### config.mk
export PLATFORM = sky130hd
export DESIGN_NAME = mbe_final_adder_pipe
export DESIGN_NICKNAME = d
export VERILOG_FILES = /design/src/rtl/mbe_final_adder_pipe.sv
export SDC_FILE = /design/constraint.sdc
export NUM_CORES = 1
export LEC_CHECK = 0
export ABC_AREA = 1
export CORE_MARGIN = 2
export CORE_UTILIZATION = 40
export DETAILED_ROUTE_END_ITERATION = 6
export GPL_ROUTABILITY_DRIVEN = 0
export PLACE_DENSITY = 0.72
export SYNTH_ARGS = -nofsm -noshare
export SYNTH_HDL_FRONTEND = slang
export SYNTH_SLANG_ARGS = --single-unit
### constraint.sdc
create_clock -name clk -period 1.89 [get_ports clk]
set_clock_uncertainty 0.2 [all_clocks]
set_input_delay 0.189 -clock clk [delete_from_list [all_inputs] [get_ports clk]]
set_output_delay 0.189 -clock clk [all_outputs]
set_load 0.02 [all_outputs]
### src/rtl/mbe_final_adder_pipe.sv
// Two-stage carry-propagate adder closing the radix-4 MBE Dadda tree: sum + carry -> product mod 2^WIDTH.
// Optional registered zero flag (out_zero) when MBE_FINAL_ADD_ZERO_FLAG_EN is defined.
`timescale 1ns/1ps

module mbe_final_adder_pipe #(
   parameter int WIDTH = 22,
   parameter int SPLIT = 11
) (
   input  logic             clk,
   input  logic             rst_n,
   input  logic             in_valid,
   output logic             in_ready,
   input  logic [WIDTH-1:0] in_sum,
   input  logic [WIDTH-1:0] in_carry,
   output logic             out_valid,
   input  logic             out_ready,
   output logic [WIDTH-1:0] out_product
`ifdef MBE_FINAL_ADD_ZERO_FLAG_EN
   ,
   output logic             out_zero
`endif
);

   localparam int HW = WIDTH - SPLIT;

   logic             s1_valid;
   logic [SPLIT-1:0] s1_lo;
   logic             s1_c_mid;
   logic [HW-1:0]    s1_sum_hi;
   logic [HW-1:0]    s1_carry_hi;
   logic             s2_valid;

   logic             s2_ready;
   logic             accept;
   logic             advance;
   logic [SPLIT:0]   lo_sum;
   logic [HW-1:0]    hi_sum;

   // Ready ripples backwards combinationally so a continuously-ready consumer sees no bubbles.
   assign s2_ready  = !s2_valid | out_ready;
   assign in_ready  = !s1_valid | s2_ready;
   assign accept    = in_valid & in_ready;
   assign advance   = s1_valid & s2_ready;
   assign out_valid = s2_valid;

   // Low chunk with one extra bit to capture the inter-chunk carry.
   assign lo_sum = {1'b0, in_sum[SPLIT-1:0]} + {1'b0, in_carry[SPLIT-1:0]};
   // Top carry-out is dropped; MBE sign-extension constants make the wrapped value correct.
   assign hi_sum = s1_sum_hi + s1_carry_hi + HW'(s1_c_mid);

   // NOTE: sequential state uses non-blocking assignments so every register samples pre-edge values.
   always_ff @(posedge clk or negedge rst_n) begin
      if (!rst_n) begin
         s1_valid <= 1'b0;
      end else begin
         s1_valid <= accept | (s1_valid & !advance);
      end
   end

   // NOTE: data registers are reset too, so out_product reads 0 straight out of reset.
   always_ff @(posedge clk or negedge rst_n) begin
      if (!rst_n) begin
         s1_lo       <= '0;
         s1_c_mid    <= 1'b0;
         s1_sum_hi   <= '0;
         s1_carry_hi <= '0;
      end else if (accept) begin
         s1_lo       <= lo_sum[SPLIT-1:0];
         s1_c_mid    <= lo_sum[SPLIT];
         s1_sum_hi   <= in_sum[WIDTH-1:SPLIT];
         s1_carry_hi <= in_carry[WIDTH-1:SPLIT];
      end
   end

   always_ff @(posedge clk or negedge rst_n) begin
      if (!rst_n) begin
         s2_valid <= 1'b0;
      end else begin
         s2_valid <= advance | (s2_valid & !out_ready);
      end
   end

   always_ff @(posedge clk or negedge rst_n) begin
      if (!rst_n) begin
         out_product <= '0;
      end else if (advance) begin
         out_product <= {hi_sum, s1_lo};
      end
   end

`ifdef MBE_FINAL_ADD_ZERO_FLAG_EN
   logic s1_lo_zero;

   // Zero detect is split like the adder: low chunk judged in stage 1, high chunk in stage 2.
   always_ff @(posedge clk or negedge rst_n) begin
      if (!rst_n) begin
         s1_lo_zero <= 1'b0;
      end else if (accept) begin
         s1_lo_zero <= (lo_sum[SPLIT-1:0] == '0);
      end
   end

   always_ff @(posedge clk or negedge rst_n) begin
      if (!rst_n) begin
         out_zero <= 1'b0;
      end else if (advance) begin
         out_zero <= s1_lo_zero & (hi_sum == '0);
      end
   end
`endif

endmodule

==> flow_summary.ini <==
[routing]
first_pass_iters = 4
wl_per_cell_um = 11.3
dr_total_vias = 2988
finalWirelength_um = 7270
dr.first_iter.drc_count = 138
route.detailed.drc = 0
antenna_left = 0
viasPerCell = 4.66

[grt]
grt_max_degree = 36
grt_pass1_vias = 2842
grt_pass1_wl_um = 12500
grt.overflow.total = 0
grt_use_total = 0.176
antenna_found_initial = 0

[clock_network]
cts_root_buffer = clkbuf_8
cts_htree_levels = 3
cts_inserted_buffers = 9
cts_tree = yes
clk_pin_slew_ns = 0.06
cts.sinks = 58
clock_latency_ns = 0.33
clockBufferDepth = 2

[die]
fp-row-count = 33
die_height_um = 95.2
ios = 72
start_util = 0.409
die_w_um = 95.2
dieArea_um2 = 9060
core_um2 = 8130

[cells_and_area]
fillers = 743
final_common_cell = nand2_1
final_cell_mix = nand2_1, clkdlybuf4s50_1, dfrtp_1
multi_input_area_um2 = 1700
layout.area.seq_um2 = 1450
fin_util = 0.554
drive_above_1_share = 0.131
stdcell_area_um2 = 4510
fin_nets = 602
area_delta_synth_final_pct = 35.5
n_antenna_cell = 0

[outcome]
status = complete, but fails checks
violations = negative setup slack

[power]
peakVddDrop_v = 0.000406
p_leak_nw = 2.34
powerDensity_nw_per_um2 = 1050

[sta]
slew_headroom = 0.632
setup-tns-final_ns = -0.116
fmax_ghz = 0.511
worst_pin_slew_ns = 0.552
rsz0062_at_grt = yes
setup_slack_ns = -0.0667
period_share = 1.04
fin_crit_ns = 1.96
final_hold_viol_count = 0
setup_violations = 3
slew_violations = 0
whs_ns = 0.179

[logic_synthesis]
ys_warn_count = 0
synth-seq-cells = 58
yosysTopAreaCellShare = 0.436
synth_seq_area_share = 0.436
synthTopCellsByArea = dfrtp_1, nand2_1, ha_1
synthCells = 436
synthesis.nets = 507
syn_avg_cell_area_um2 = 7.63
yosysUniqueCellTypes = 27
syn-cell-area_um2 = 3330
yosysTopAreaCell = dfrtp_1

[place]
hpwl_um = 5680
portBuffers = 71
postPlaceCellArea_um2 = 4260

[worst_setup_path]
end_kind = register
required_ns = 1.95
worstReg2RegEnd = out_product[17]
critPathArrivalTime_ns = 2.02
crit_type = reg2reg
r2r-start = s1_carry_hi[0]
critPathMaxFanout = 3
rrSetupSlack_ns = -0.07
start_kind = register
reg2reg_depth = 11

[min_path]
hold_class = in2async

[job]
drv_cap = 0
[what timing repair did]
| action | in CTS | in global routing |
|---|---|---|
| hold buffers | 1 | 0 |
| setup buffers | 0 | 0 |
| pin swaps | 2 | 4 |
| resized for setup | 7 | 5 |
| endpoints found under the hold margin | 23 | 0 |
| endpoints found under the setup margin | 4 | 4 |
[registers in the layout, summed over array words and instances (netlist names)]
name / cells
s1_sum_hi: 11
s1_lo: 11
out_valid: 1
out_product: 22
s1_valid: 1
s1_carry_hi: 11
s1_c_mid: 1
[layout make-up]
| cell class | count | area share |
|---|---|---|
| clock buffers | 11 | 0.0336 |
| clock inverters | 5 | 0.0117 |
| inverters | 34 | 0.0289 |
| multi-input cells | 335 | 0.378 |
| flip-flops and latches | 58 | 0.322 |
| well taps | 105 | 0.0292 |
| repair buffers | 93 | 0.197 |
[where the power goes]
part	switching [W]	leakage (nW)	internal, W
Sequential	0.000177	0.709	0.00155
Clock	0.000465	0.105	0.000673
Combinational	0.00100	1.53	0.000854
[worst max-delay path by stage]
stage	from	to	slack [ns]	cells after the start
after floorplan	s1_c_mid	out_product[19]	0.01	10
after global placement	in_sum[0]	s1_lo[6]	-0.17	10
after detailed placement	in_sum[0]	s1_lo[6]	-0.22	9
after CTS	s1_c_mid	out_product[17]	-0.04	11
after global routing	s1_carry_hi[0]	out_product[17]	-0.14	11
final	s1_carry_hi[0]	out_product[17]	-0.07	11
[per-layer routing]
metal | vias to the layer above | GRT usage | part of all wire
li1 | 1560 | - | -
met3 | 11 | 0.0229 | 0.059
met4 | 0 | 0.0797 | 0.015
met2 | 74 | 0.273 | 0.45
met1 | 1343 | 0.245 | 0.48
met5 | - | 0 | 0
[metrics by stage]
| step | power, W | cells | setup WS (ns) |
|---|---|---|---|
| global placement | 0.00353 | 624 | -0.173 |
| CTS | 0.00476 | 641 | -0.0364 |
| floorplan | 0.00280 | 436 | 0.0132 |
| detailed placement | 0.00358 | 624 | -0.219 |
| global route | 0.00508 | 641 | -0.144 |
| finish | 0.00473 | 641 | -0.0667 |
[worst max-delay path: stages, from the launching register on]
cell	delay, ns
dfrtp_1	0.41
fa_2	0.42
inv_2	0.07
fa_2	0.21
inv_2	0.04
nand3_2	0.07
nand3_4	0.09
nand2_2	0.07
nand2_2	0.07
nand2_2	0.06
nand2_1	0.05
o21ai_1	0.11
[synthesized netlist by cell type]
library cell	n
nand3_2	4
o21ai_2	3
inv_2	1
buf_6	3
buf_2	2
nand3_1	23
inv_1	32
o21ai_1	5
ha_1	20
a21oi_2	2
nor2_1	21
nand2_1	215
nand2_2	4
nand2_4	1
or2_2	1
inv_4	1
dfrtp_1	58
nand4_1	4
fa_1	3
nor2_2	4
xnor2_1	5
buf_4	4
o21ai_0	7
nand3b_1	4
xor2_1	1
nor3_1	1
a21oi_1	7
[kinds of logic after synthesis]
logic type / count (synthesis) / share of synthesized area
AOI/OAI and AO/OA: 24 / 0.0418
and+or+nand+nor: 282 / 0.351
adders and majority gates: 23 / 0.0933
DFF: 58 / 0.436
xor gates and xnor gates: 6 / 0.0158
buffers and inverters: 43 / 0.0613
Power figures use the tool's default switching activity.
